`src/rtl/bcd_calc_pkg.sv`:
```
// Shared constants for the keypad-driven BCD calculator front end:
// key codes, nibble width and the entry-sequencer state type.
package bcd_calc_pkg;

    localparam int NIBBLE_W = 4;

    localparam logic [3:0] KEY_PLUS  = 4'd10;
    localparam logic [3:0] KEY_MINUS = 4'd11;
    localparam logic [3:0] KEY_EQ    = 4'd12;
    localparam logic [3:0] KEY_CLR   = 4'd13;

    typedef enum logic [1:0] {
        S_A,
        S_B,
        S_RES
    } state_t;

endpackage

```
`src/rtl/bcd_digit_shift.sv`:
```
// One packed-BCD operand register: clear, parallel load or shift-in of a digit.
// With OVF_EN set, a shift that would drop a nonzero leading digit is refused.
module bcd_digit_shift
    import bcd_calc_pkg::*;
#(
    parameter int W      = 8,
    parameter bit OVF_EN = 1'b0
)
(
    input  logic                clk,
    input  logic                rst_n,
    input  logic                clr,
    input  logic                load,
    input  logic [W-1:0]        load_val,
    input  logic                shift,
    input  logic [NIBBLE_W-1:0] digit,
    output logic [W-1:0]        value,
    output logic                rejected
);

    logic [W-1:0] value_q;
    logic [W-1:0] value_d;
    logic         msd_nz;

    assign msd_nz = |value_q[W-1 -: NIBBLE_W];

    // Clear beats load beats shift; a leading zero may always be shifted out.
    always_comb begin
        value_d  = value_q;
        rejected = 1'b0;
        if (clr) begin
            value_d = '0;
        end else if (load) begin
            value_d = load_val;
        end else if (shift) begin
            if (OVF_EN && msd_nz) begin
                rejected = 1'b1;
            end else begin
                value_d = {value_q[W-NIBBLE_W-1:0], digit};
            end
        end
    end

    always_ff @(posedge clk or negedge rst_n) begin
        if (!rst_n) begin
            value_q <= '0;
        end else begin
            value_q <= value_d;
        end
    end

    assign value = value_q;

endmodule

```
`src/rtl/bcd_key_entry_seq.sv`:
```
// Keypad operand sequencer feeding a combinational 2-digit BCD add/sub unit.
// Define BCD_ENTRY_OVF_EN to reject digits that would push out a nonzero leading digit.
module bcd_key_entry_seq
    import bcd_calc_pkg::*;
#(
    parameter int DIGITS = 2
)
(
    input  logic                         clk,
    input  logic                         rst_n,
    input  logic                         key_valid,
    output logic                         key_ready,
    input  logic [3:0]                   key_code,
    output logic [NIBBLE_W*DIGITS-1:0]   a,
    output logic [NIBBLE_W*DIGITS-1:0]   b,
    output logic                         sub,
    input  logic [NIBBLE_W*DIGITS-1:0]   result_in,
    output logic                         op_valid,
    output logic [NIBBLE_W*DIGITS-1:0]   display,
    output logic                         entry_err
);

    localparam int W = NIBBLE_W * DIGITS;
`ifdef BCD_ENTRY_OVF_EN
    localparam bit OVF_EN = 1'b1;
`else
    localparam bit OVF_EN = 1'b0;
`endif

    state_t       state_q, state_d;
    logic         sub_q, sub_d;
    logic [W-1:0] res_q, res_d;
    logic         op_pend_q, op_pend_d;
    logic         err_q, err_d;

    logic         accept;
    logic         is_digit;
    logic         a_clr, a_load, a_shift, a_rej;
    logic         b_clr, b_shift, b_rej;
    logic [W-1:0] a_load_val;

    assign accept   = key_valid && !op_pend_q;
    assign is_digit = (key_code <= 4'd9);

    always_comb begin
        state_d    = state_q;
        sub_d      = sub_q;
        res_d      = res_q;
        op_pend_d  = 1'b0;
        a_clr      = 1'b0;
        a_load     = 1'b0;
        a_shift    = 1'b0;
        a_load_val = res_q;
        b_clr      = 1'b0;
        b_shift    = 1'b0;

        // The unit has had the whole '=' cycle to settle, so sample it now.
        if (op_pend_q) begin
            res_d = result_in;
        end

        if (accept) begin
            if (key_code == KEY_CLR) begin
                a_clr   = 1'b1;
                b_clr   = 1'b1;
                res_d   = '0;
                sub_d   = 1'b0;
                state_d = S_A;
            end else begin
                case (state_q)
                    S_A: begin
                        if (is_digit) begin
                            a_shift = 1'b1;
                        end else if (key_code == KEY_PLUS || key_code == KEY_MINUS) begin
                            sub_d   = (key_code == KEY_MINUS);
                            b_clr   = 1'b1;
                            state_d = S_B;
                        end
                    end
                    S_B: begin
                        if (is_digit) begin
                            b_shift = 1'b1;
                        end else if (key_code == KEY_PLUS || key_code == KEY_MINUS) begin
                            sub_d = (key_code == KEY_MINUS);
                        end else if (key_code == KEY_EQ) begin
                            op_pend_d = 1'b1;
                            state_d   = S_RES;
                        end
                    end
                    S_RES: begin
                        // A digit starts a fresh calculation; an operator chains on the result.
                        if (is_digit) begin
                            a_load     = 1'b1;
                            a_load_val = {{(W-NIBBLE_W){1'b0}}, key_code};
                            b_clr      = 1'b1;
                            sub_d      = 1'b0;
                            state_d    = S_A;
                        end else if (key_code == KEY_PLUS || key_code == KEY_MINUS) begin
                            a_load  = 1'b1;
                            b_clr   = 1'b1;
                            sub_d   = (key_code == KEY_MINUS);
                            state_d = S_B;
                        end else if (key_code == KEY_EQ) begin
                            op_pend_d = 1'b1;
                        end
                    end
                    default: begin
                        state_d = S_A;
                    end
                endcase
            end
        end

        err_d = a_rej | b_rej;
    end

    always_ff @(posedge clk or negedge rst_n) begin
        if (!rst_n) begin
            state_q   <= S_A;
            sub_q     <= 1'b0;
            res_q     <= '0;
            op_pend_q <= 1'b0;
            err_q     <= 1'b0;
        end else begin
            state_q   <= state_d;
            sub_q     <= sub_d;
            res_q     <= res_d;
            op_pend_q <= op_pend_d;
            err_q     <= err_d;
        end
    end

    bcd_digit_shift #(.W(W), .OVF_EN(OVF_EN)) u_a (
        .clk      (clk),
        .rst_n    (rst_n),
        .clr      (a_clr),
        .load     (a_load),
        .load_val (a_load_val),
        .shift    (a_shift),
        .digit    (key_code),
        .value    (a),
        .rejected (a_rej)
    );

    bcd_digit_shift #(.W(W), .OVF_EN(OVF_EN)) u_b (
        .clk      (clk),
        .rst_n    (rst_n),
        .clr      (b_clr),
        .load     (1'b0),
        .load_val ('0),
        .shift    (b_shift),
        .digit    (key_code),
        .value    (b),
        .rejected (b_rej)
    );

    always_comb begin
        display = res_q;
        case (state_q)
            S_A:     display = a;
            S_B:     display = b;
            default: display = res_q;
        endcase
    end

    assign key_ready = !op_pend_q;
    assign op_valid  = op_pend_q;
    assign sub       = sub_q;
    assign entry_err = err_q;

endmodule
```
`config.mk`:
```
export PLATFORM = sky130hd
export DESIGN_NAME = bcd_key_entry_seq
export DESIGN_NICKNAME = d
export VERILOG_FILES = /design/src/rtl/bcd_calc_pkg.sv /design/src/rtl/bcd_digit_shift.sv /design/src/rtl/bcd_key_entry_seq.sv
export SDC_FILE = /design/constraint.sdc
export NUM_CORES = 1
export LEC_CHECK = 0
export BUFFER_PORTS_ARGS = -buffer_cell sky130_fd_sc_hd__buf_2
export CAP_MARGIN = 40
export CORE_MARGIN = 2
export CORE_UTILIZATION = 56
export DETAILED_ROUTE_END_ITERATION = 10
export PLACE_DENSITY = 0.84
export REMOVE_ABC_BUFFERS = 1
export SKIP_LAST_GASP = 1
export SLEW_MARGIN = 20
export SYNTH_ARGS = -nofsm -noshare
export SYNTH_HDL_FRONTEND = slang
export SYNTH_SLANG_ARGS = --single-unit
```
`constraint.sdc`:
```
create_clock -name clk -period 3.55 [get_ports clk]
set_input_delay 0 -clock clk [delete_from_list [all_inputs] [get_ports clk]]
set_output_delay 0 -clock clk [all_outputs]
set_load 0.05 [all_outputs]
```
Word-level counts from Yosys, hierarchy flattened
Cells that the tools add are included.
{"block": "word_totals", "elab_cells": 79, "register_bits": 28, "out_inout_bits": 28}
{"block": "classes", "n_eq_ne": 11, "order_cmp": 1, "n_reduce_logical": 11, "mux": 50}
{"operator": "$mux 8", "n": 12}
{"operator": "$mux 1", "n": 27}
{"operator": "$eq 4x4->1 const B", "n": 4}
{"operator": "$pmux 8 s2", "n": 1}
{"operator": "$mux 2", "n": 7}
{"operator": "$ne 3x3->1 const B", "n": 4}
{"operator": "$pmux 2 s3", "n": 1}
{"operator": "$reduce_bool 3->1", "n": 2}
{"operator": "$reduce_and 5->1", "n": 1}
{"operator": "$le 4x4->1 const B", "n": 1}
{"operator": "$pmux 1 s2", "n": 2}
{"operator": "$reduce_or 2->1", "n": 2}
{"operator": "$ne 3x2->1 const B", "n": 1}
{"operator": "$reduce_and 3->1", "n": 1}
{"operator": "$eq 2x1->1 const B", "n": 1}
{"operator": "$eq 2x2->1 const B", "n": 1}
{"operator": "$logic_not 2->1", "n": 1}
{"operator": "$reduce_bool 2->1", "n": 1}
{"operator": "$logic_and 1x1->1", "n": 1}
{"operator": "$logic_not 1->1", "n": 1}
{"operator": "$logic_or 1x1->1", "n": 1}

Logic depth before layout (Yosys ltp)
Gate-level depths: netlist (run 1).
{"block": "logic_depth", "depth_word": 9, "mapped_depth": 7, "depth_no_buf": 6}

By module
Synthesis (run 1) repeated with hierarchy kept, for this count alone.
{"block": "unflattened", "hier_cells": 194, "area_unflattened_um2": 1833.0}
{"mod": "bcd_key_entry_seq", "n_inst": 1, "area_each_um2": 992.2, "cells_per_inst": 120}
{"mod": "bcd_digit_shift", "n_inst": 2, "area_each_um2": 420.4, "cells_per_inst": 37}

Worst setup path after synthesis (run 1)
OpenSTA, ideal clock, no wires.
{"block": "synth_path", "path_kind": "register to register", "from": "register op_pend_q, in the netlist op_valid", "to": "register u_a.value_q[5], in the netlist u_a.value[5]", "stages_incl_launch_ff": 6, "t_required_ps": 3424, "t_arrival_ps": 1653, "setup_slack_ps": 1772, "setup_ps": 126, "cell_sequence": "dfrtp_1 > buf_6 > and3b_4 > and2_4 > buf_6 > a221o_1"}
{"block": "synth_via", "elab_chain_len": 5, "elab_cells_between_ends": 9, "cone_classes": "mux (6); reduce/logical (3)"}
{"element": "from (decl)", "line_no": "bcd_key_entry_seq.sv:33", "text": "logic op_pend_q, op_pend_d;"}
{"element": "from (signal assigned)", "line_no": "bcd_key_entry_seq.sv:128", "text": "op_pend_q <= op_pend_d;"}
{"element": "$logic_not 1->1 *", "line_no": "bcd_key_entry_seq.sv:42", "text": "assign accept = key_valid && !op_pend_q;"}
{"element": "$logic_and 1x1->1 *", "line_no": "bcd_key_entry_seq.sv:42"}
{"element": "$mux 8 or $mux 1 (tied branches)", "line_no": "bcd_key_entry_seq.sv:62", "text": "if (accept) begin"}
{"element": "$mux 8", "line_no": "bcd_digit_shift.sv:33", "text": "end else if (load) begin"}
{"element": "$mux 8", "line_no": "bcd_digit_shift.sv:31", "text": "if (clr) begin"}
{"element": "to (signal assigned)", "line_no": "bcd_digit_shift.sv:48", "text": "value_q <= value_d;"}
{"element": "to (decl)", "line_no": "bcd_digit_shift.sv:21", "text": "logic [W-1:0] value_q;"}
Every way passes the cells marked *; elsewhere a longest branch is shown, timed or not.
A chain may end at the register's enable or synchronous reset.

Worst setup path after layout (run 1)
{"block": "layout_path", "from": "register state_q[0]", "to": "output display[5]"}
{"block": "layout_via", "elab_chain_len": 2, "elab_cells_between_ends": 3, "cone_classes": "eq/ne (1); mux (1); reduce/logical (1)"}
{"element": "from (decl)", "line_no": "bcd_key_entry_seq.sv:30", "text": "state_t state_q, state_d;"}
{"element": "from (signal assigned)", "line_no": "bcd_key_entry_seq.sv:125", "text": "state_q <= state_d;"}
{"element": "$eq 2x1->1 or $logic_not 2->1 (tied branches)", "line_no": "bcd_key_entry_seq.sv:159", "text": "case (state_q)"}
{"element": "$pmux 8 s2 *", "line_no": "bcd_key_entry_seq.sv:159"}
{"element": "to (decl)", "line_no": "bcd_key_entry_seq.sv:19", "text": "output logic [NIBBLE_W*DIGITS-1:0] display,"}
Marked as above.

==> metrics.yaml, run 1 <==
status: "finished, final reports clean"
r2r_start: "state_q[1]$_DFFE_PN0P_"
synth_fa_ha_area_frac: 0.0313
rsz0062_at_grt: "no"
cp-startpoint: "state_q[0]$_DFFE_PN0P_"
grt_pass1_wl_um: 6960
clock_path_buffers: 2
final_common_cell: "buf_2"
swShare: 0.563
tritoncts: "yes"
tightest_slew_ns: 0.662
irDropWorstVdd_v: 0.000832
drt_pass1_iterations: 4
finalWorstSetupSlack_ns: 1.35
final_area_sq_um: 1900
powerDensity_nw_per_um2: 914
worst_hold_slack_ns: 0.0324
ctsResizeCount: 0
gr-usage-all-layers: 0.267
ys_seq_area_frac: 0.439
async_flop_share: 1.00
die_y_um: 57.4
clk_latency_ns: 0.33
die_w_um: 57.4
hpwl_um: 2810
post-cts-setup-buffers: 0
pwr-share-seq: 0.311
hold_violations: 0
maxCapViolCount: 0
muxShareOfSynthArea: 0.114
endpoint_kind: "output pin"
cts_buffers: 3
totalWireLength_um: 4010
core-area_sq_um: 2730
antenna_cells: 0
place_area_sq_um: 1770
setup_viol: 0
relSlewSlack: 0.558
numPortBuffers: 41
setup_tns_ns: 0
reg2regPathDepth: 6
nNetsFinal: 227
worstReg2RegEnd: "sub$_DFFE_PN0P_"
crit_arrival_ns: 2.20
num_rows: 19
antenna_found_initial: 0
drt_iter0_drc: 99
yosys_warnings: 0
internal_power_uw: 761
cp.required_ns: 3.55
skew_ns: 0.00584
yosys.area_share.simple: 0.192
synth_ff_type: "dfrtp_1"
netlist_area_sq_um: 1600
synth_compound_gate_area_share: 0.166
synth_edf_count: 0
grt-ovfl-total: 0
critPathLaunchType: "register"
synth_xor_xnor_area_share: 0
synth.avg_cell_area_sq_um: 9.86
postRouteAntennaNets: 0
synth_top_family_by_area: "simple AND/OR/NAND/NOR gates"
grt_max_degree: 29
gp_congestion: 0.909
drive_gt1_frac: 0.266
slew_viol_final: 0
clockRootBuffer: "clkbuf_4"
htreeDepth: 1
fmax_ghz: 0.454
fin_crit_ns: 2.20
r2r_slack_ns: 1.38
vias: 1474
most-common-layout-cells: "41 x buf_2, 28 x dfrtp_1, 21 x nand2_1, 18 x nor2_1, 17 x mux2i_1"
endpoint: "display[5]"
hp-class: "input pin to register"
critPathMaxFanout: 14
syn2layout_area_growth_pct: 19.1
netlist_instances: 162
finalCritPeriodShare: 0.621
clk_pin_slew_worst_paths_ns: 0.14
avgViaCountPerCell: 6.19
synth.distinct_cells: 43
ys_seq_elements: 28
initial_core_util: 0.584
place_ws_ns: 1.42
grt_pass1_vias: 1397
p_comb_frac: 0.599
die_area_sq_um: 3300
ioPinCount: 43
power_leakage_nw: 1.01
wire_per_inst_um: 16.9
p_switching_uw: 979
clkSinkCount: 28
criticalPathCategory: "register to output pin"
hold_depth: 3
postCtsHoldBufs: 10
drcViolationCount: 0
power.clock.fraction: 0.090
Yosys cell counts, drive strengths merged (2+ instances only):
cell / n / area, sq um
a21oi: 6 / 30.0
a221o: 2 / 20.0
a221oi: 2 / 17.5
a22oi: 8 / 60.1
and2: 2 / 15.0
and3: 3 / 23.8
and3b: 2 / 21.3
buf: 8 / 67.6
clkbuf: 2 / 7.51
dfrtp: 28 / 701
ha: 4 / 50.1
inv: 4 / 15.0
mux2i: 17 / 170
nand2: 21 / 78.8
nand3: 7 / 40.0
nor2: 19 / 73.8
nor2b: 2 / 15.0
o21a: 2 / 15.0
o21ai: 8 / 43.8
metrics by stage:
stage / std cells / utilization / power (mW)
after floorplan: 152 / - / 1.31
after global placement: 224 / 0.646 / 1.55
after detailed placement: 224 / 0.646 / 1.57
after CTS: 238 / 0.696 / 1.74
after global routing: 238 / 0.696 / 1.83
final: 238 / 0.696 / 1.74
flip-flops by register name, indices dropped and copies added, names as in the netlist:
signal / count
u_a.value: 8
op_valid: 1
sub: 1
u_b.value: 8
state_q: 2
res_q: 8
worst min-delay path by stage:
stage / to / from
after global placement: u_a.value[1]$_DFFE_PN0P_ / rst_n
after CTS: u_a.value[1]$_DFFE_PN0P_ / key_code[1]
after global routing: u_b.value[2]$_DFFE_PN0P_ / key_code[2]
final: u_a.value[1]$_DFFE_PN0P_ / key_code[1]
after floorplan: op_valid$_DFF_PN0_ / rst_n
after detailed placement: u_b.value[1]$_DFFE_PN0P_ / rst_n
power groups by stage:
stage	registers, mW	logic, mW	clock network [mW]
4_1_cts	0.539	1.04	0.159
2_1_floorplan	0.756	0.552	0
3_5_place_dp	0.544	1.03	0
3_3_place_gp	0.538	1.01	0
6_report	0.542	1.04	0.156
5_1_grt	0.557	1.10	0.170
critical path, cell delays in order (launching register included):
cell and delay [ns]:
dfrtp_1 0.46, inv_1 0.09, ha_1 0.41, nor2_2 0.45, nand2_1 0.12, nand2_1 0.08
buf_2 0.26
final cells by class:
cell class              count  area (sq um)
clock buffers               4          36.3
fillers                   221           831
inverters                   4          15.0
multi-input cells         120           807
flip-flops and latches     28           701
well taps                  31          38.8
repair buffers             51           305
per-layer routing:
layer | wire length, um | share of wire | GRT usage | vias up
met5 | 0 | 0 | 0 | -
met4 | 55 | 0.014 | 0.0797 | 0
met1 | 1740 | 0.43 | 0.384 | 707
met2 | 1870 | 0.47 | 0.427 | 85
met3 | 346 | 0.086 | 0.0295 | 8
li1 | - | - | - | 674
cells by family (layout without fill, tap and decap cells):
logic type / after synthesis / count (layout)
flip-flops: 28 / 28
buffers and inverters: 14 / 59
adder cells (fa/ha/maj): 4 / 4
AND/OR/NAND/NOR: 61 / 61
other: 1 / 1
AO/OA/AOI/OAI: 36 / 36
multiplexers: 18 / 18
Power figures use the tool's default switching activity.
==> inputs of run 2 (changes only) <==
--- a/config.mk
+++ b/config.mk
@@ -8,9 +8,9 @@
 export BUFFER_PORTS_ARGS = -buffer_cell sky130_fd_sc_hd__buf_2
 export CAP_MARGIN = 40
 export CORE_MARGIN = 2
-export CORE_UTILIZATION = 56
+export CORE_UTILIZATION = 47
 export DETAILED_ROUTE_END_ITERATION = 10
-export PLACE_DENSITY = 0.84
+export PLACE_DENSITY = 0.75
 export REMOVE_ABC_BUFFERS = 1
 export SKIP_LAST_GASP = 1
 export SLEW_MARGIN = 20
==> constraint.sdc (replaced) <==
create_clock -name clk -period 2 [get_ports clk]
set_input_delay 0 -clock clk [delete_from_list [all_inputs] [get_ports clk]]
set_output_delay 0 -clock clk [all_outputs]
set_load 0.05 [all_outputs]
==> run 2 against run 1 <==
Net effect:
- routed wire length down 1.5%
- via count is 2.0% lower
- global-route usage decreased by 4.3 points
- design area grew 6.6%
- cell count is 11% higher
- power up 88%
- first-iteration DRC count down 34%
- setup slack worse by 1.2 ns
- critical endpoint is now display[1]
- largest power group unchanged
- highest routed layer unchanged
==> metrics.yaml, run 2 (synthesized netlist as in run 1, its figures left out) <==
status: "finished, final reports clean"
endpoint_kind: "output pin"
avgViaCountPerCell: 5.49
maxCapViolCount: 0
num_rows: 21
postRouteAntennaNets: 0
worst_hold_slack_ns: 0.0121
antenna_cells: 0
hp-class: "input pin to register"
r2r_slack_ns: 0.31
finalCritPeriodShare: 0.915
hpwl_um: 2820
tightest_slew_ns: 0.635
die_y_um: 62.3
die_w_um: 62.3
setup_viol: 0
drcViolationCount: 0
gr-usage-all-layers: 0.224
nNetsFinal: 237
totalWireLength_um: 3950
worstReg2RegEnd: "u_a.value[7]$_DFFE_PN0P_"
reg2regPathDepth: 6
clk_latency_ns: 0.33
critPathMaxFanout: 8
grt-ovfl-total: 0
core-area_sq_um: 3310
drt_iter0_drc: 65
power.total_mw: 3.28
tritoncts: "yes"
criticalPathCategory: "register to output pin"
vias: 1445
fmax_ghz: 0.547
cts_buffers: 3
ioPinCount: 43
finalWorstSetupSlack_ns: 0.171
place_ws_ns: 0.278
clock_path_buffers: 2
skew_ns: 0.00742
relSlewSlack: 0.577
drt_pass1_iterations: 5
dp.cells: 246
grt_pass1_wl_um: 7050
syn2layout_area_growth_pct: 26.9
wire_per_inst_um: 15.0
critPathLaunchType: "register"
powerDensity_nw_per_um2: 1620
r2r_start: "state_q[0]$_DFFE_PN0P_"
rsz0062_at_grt: "no"
clk_pin_slew_worst_paths_ns: 0.15
slew_viol_final: 0
drive_gt1_frac: 0.300
power_leakage_nw: 1.06
grt_max_degree: 29
grt_pass1_vias: 1429
hold_violations: 0
die_area_sq_um: 3880
irDropWorstVdd_v: 0.000760
numPortBuffers: 41
cp-startpoint: "state_q[0]$_DFFE_PN0P_"
finalNonFillerCells: 263
crit_arrival_ns: 1.83
initial_core_util: 0.483
clockRootBuffer: "clkbuf_4"
cp.required_ns: 2.00
htreeDepth: 1
final_common_cell: "buf_2"
n_fill_cell: 312
clkSinkCount: 28
gp_congestion: 0.917
most-common-layout-cells: "37 x buf_2, 28 x dfrtp_1, 21 x nand2_1, 18 x nor2_1, 17 x mux2i_1"
fin_crit_ns: 1.83
antenna_found_initial: 0
endpoint: "display[1]"
run 2: changes by cell type in the layout (fill, tap and decap cells not counted), sizes merged:
cell	before	now
bufinv	0	1
dlygate4sd3	10	11
clkbuf	4	7
buf	41	46
run 2: final cells by class:
type	count	area (sq um)	share of cell area
clock buffer	3	22.5	0.0111
clock inverter	1	30.0	0.0148
inverter	4	15.0	0.00740
multi-input combinational	120	810	0.399
sequential	28	701	0.345
tap	46	57.6	0.0284
timing repair buffer	61	393	0.194
run 2: stage by stage:
step | utilization | TNS, ns | area (sq um)
after global placement | 0.555 | 0 | 1840
after global routing | 0.613 | 0 | 2030
final | 0.613 | 0 | 2030
after floorplan | - | -0.211 | 1520
after detailed placement | 0.555 | 0 | 1840
after CTS | 0.604 | 0 | 2000
run 2: metal layers:
metal	up-vias	part of all wire	global-route usage
met2	77	0.48	0.349
li1	689	-	-
met3	6	0.068	0.0290
met1	673	0.44	0.330
met4	0	0.012	0.0611
met5	-	0	0
run 2: critical path, stage by stage (launching register included):
cell and delay [ns]:
dfrtp_1 0.44, buf_4 0.15, ha_1 0.22, nor2_2 0.13, buf_4 0.18, nand2_1 0.06
nand2_1 0.06, buf_2 0.26
run 2: power breakdown:
part	internal (mW)	switching, mW	total [mW]
sequential	0.760	0.190	0.949
combinational	0.575	1.38	1.95
clock	0.203	0.175	0.378
run 2: what timing repair did:
item / CTS / global route
setup endpoints to repair: 0 / 8
hold buffers: 11 / 0
setup buffers: 0 / 2
hold endpoints to repair: 38 / 0
resized for setup: 0 / 5
run 2: how the worst min path moves through the flow:
stage,from,end,slack (ns),depth (start not counted)
after detailed placement,rst_n,u_b.value[6]$_DFFE_PN0P_,0.06,1
final,key_code[3],u_a.value[3]$_DFFE_PN0P_,0.01,3
after CTS,key_code[3],u_a.value[3]$_DFFE_PN0P_,0.008,3
after global placement,rst_n,u_b.value[2]$_DFFE_PN0P_,0.05,1
after floorplan,rst_n,op_valid$_DFF_PN0_,-0.30,0
after global routing,key_code[3],u_a.value[3]$_DFFE_PN0P_,0.007,3
==> inputs of run 3 (changes only) <==
--- a/config.mk
+++ b/config.mk
@@ -8,9 +8,8 @@
 export BUFFER_PORTS_ARGS = -buffer_cell sky130_fd_sc_hd__buf_2
 export CAP_MARGIN = 40
 export CORE_MARGIN = 2
-export CORE_UTILIZATION = 47
+export CORE_UTILIZATION = 25
 export DETAILED_ROUTE_END_ITERATION = 10
-export PLACE_DENSITY = 0.75
 export REMOVE_ABC_BUFFERS = 1
 export SKIP_LAST_GASP = 1
 export SLEW_MARGIN = 20
==> run 3 against run 2 <==
Net effect:
- sequential power increased by 1%
- register-to-register slack worse by 0.14 ns
- maximum frequency fell by 0.56%
- first-iteration DRC count decreased by 14%
- sequential share of layout area decreased by 0.25 points
- global-route usage shrank 9.5 points
- die area grew 82%
- cell count grew 9.9%
- utilization down 29 points
- setup slack got worse by 0.010 ns
- largest cell class unchanged
==> metrics.yaml, run 3 (synthesized netlist as in run 1, its figures left out) <==
status: "finished, final reports clean"
ioPinCount: 43
gr-usage-all-layers: 0.129
cp.required_ns: 2.00
nNetsFinal: 232
post-cts-setup-buffers: 0
skew_ns: 0.00508
postRouteAntennaNets: 0
cts_buffers: 3
numPortBuffers: 41
syn2layout_area_growth_pct: 27.9
drive_gt1_frac: 0.288
antenna_cells: 0
gp_congestion: 0.853
clockRootBuffer: "clkbuf_8"
tritoncts: "yes"
cpMaxStageDelayCell: "dfrtp_1"
slowest_delay_ns: 0.41
die_y_um: 83.9
hold_violations: 0
initial_core_util: 0.255
dp.cells: 276
n_fill_cell: 646
core-area_sq_um: 6280
totalWireLength_um: 4440
power.total_mw: 3.34
final_common_cell: "buf_2"
fin_util: 0.325
most-common-layout-cells: "36 x buf_2, 28 x dfrtp_1, 21 x nand2_1, 18 x nor2_1, 17 x mux2i_1"
num_rows: 29
maxCapViolCount: 0
clk_latency_ns: 0.28
relSlewSlack: 0.581
critPathMaxFanout: 8
tightest_slew_ns: 0.629
powerDensity_nw_per_um2: 1640
finalNonFillerCells: 289
drt_iter0_drc: 56
finalCritPeriodShare: 0.920
slew_viol_final: 0
hpwl_um: 3170
irDropWorstVdd_v: 0.000556
fmax_ghz: 0.544
hp-class: "input pin to register"
crit_buf_inv: 3
avgViaCountPerCell: 4.91
crit_arrival_ns: 1.84
rsz0062_at_grt: "yes"
die_w_um: 83.9
clock_path_buffers: 2
cp_cell_sequence: "inv_1 > ha_1 > nor2_2 > buf_4 > nand2_1 > nand2_1 > clkbuf_4"
grt_pass1_wl_um: 7380
setup_viol: 0
criticalPathCategory: "register to output pin"
power_leakage_nw: 1.05
grt_pass1_vias: 1350
crit_family: "buffers and inverters"
die_area_sq_um: 7050
fin_crit_ns: 1.84
drt_pass1_iterations: 5
critPathLaunchType: "register"
grt_max_degree: 29
wire_per_inst_um: 15.4
clk_pin_slew_worst_paths_ns: 0.10
vias: 1418
htreeDepth: 1
antenna_found_initial: 0
clkSinkCount: 28
cpMostUsedCell: "nand2_1"
endpoint_kind: "output pin"
drcViolationCount: 0
grt-ovfl-total: 0
-- run 3: cell types whose count changed in the layout (fill, tap and decap cells not counted), sizes merged --
cell         before  now
clkbuf            7    8
buf              46   42
dlygate4sd3      11    9
-- run 3: cell type report --
| type | count | area (sq um) | share of cell area |
|---|---|---|---|
| Clock buffer | 3 | 41.3 | 0.0202 |
| Clock inverter | 1 | 30.0 | 0.0147 |
| Inverter | 4 | 15.0 | 0.00735 |
| Multi-Input combinational cell | 120 | 807 | 0.395 |
| Sequential cell | 28 | 701 | 0.343 |
| Tap cell | 77 | 96.3 | 0.0472 |
| Timing Repair Buffer | 56 | 353 | 0.173 |
-- run 3: what timing repair did --
item,CTS,global route
endpoints found under the hold margin,36,0
endpoints found under the setup margin,0,5
gates resized for setup,0,5
hold buffers,9,0
-- run 3: metrics by stage --
step	hold WS [ns]	worst slack (ns)	cell area (sq um)	TNS, ns
after floorplan	-0.296	-0.105	1520	-0.211
after global placement	0.0616	0.305	1870	0
after detailed placement	0.0607	0.254	1870	0
after CTS	0.0762	0.139	2030	0
after global routing	0.0852	-0.00720	2040	-0.00720
final	0.0737	0.161	2040	0
-- run 3: worst paths after layout --
kind / start / endpoint / slack [ns] / cells past startpoint
worst max-delay path: state_q[1]$_DFFE_PN0P_ / display[5] / 0.16 / 7
worst max register to register: state_q[0]$_DFFE_PN0P_ / u_a.value[6]$_DFFE_PN0P_ / 0.17 / 6
worst min register to register: res_q[3]$_DFF_PN0_ / res_q[3]$_DFF_PN0_ / 0.55 / 2
max in group asynchronous: rst_n / state_q[0]$_DFFE_PN0P_ / 1.33 / 2
min in group asynchronous: rst_n / u_b.value[6]$_DFFE_PN0P_ / 0.27 / 2
worst min-delay path: key_code[0] / u_b.value[0]$_DFFE_PN0P_ / 0.07 / 3
-- run 3: metal layers --
metal | global-route usage | up-vias | part of all wire
li1 | - | 679 | -
met5 | 0 | - | 0
met4 | 0.0235 | 0 | 0.012
met2 | 0.205 | 60 | 0.47
met1 | 0.188 | 669 | 0.45
met3 | 0.0198 | 10 | 0.060
-- run 3: where the power goes --
group	switching [mW]	internal, mW
Clock	0.181	0.268
Combinational	1.39	0.549
Sequential	0.199	0.761
-- run 3: worst min-delay path: stages --
cell,delay (ns)
buf_2,0.15
mux2i_1,0.08
nor2_1,0.08
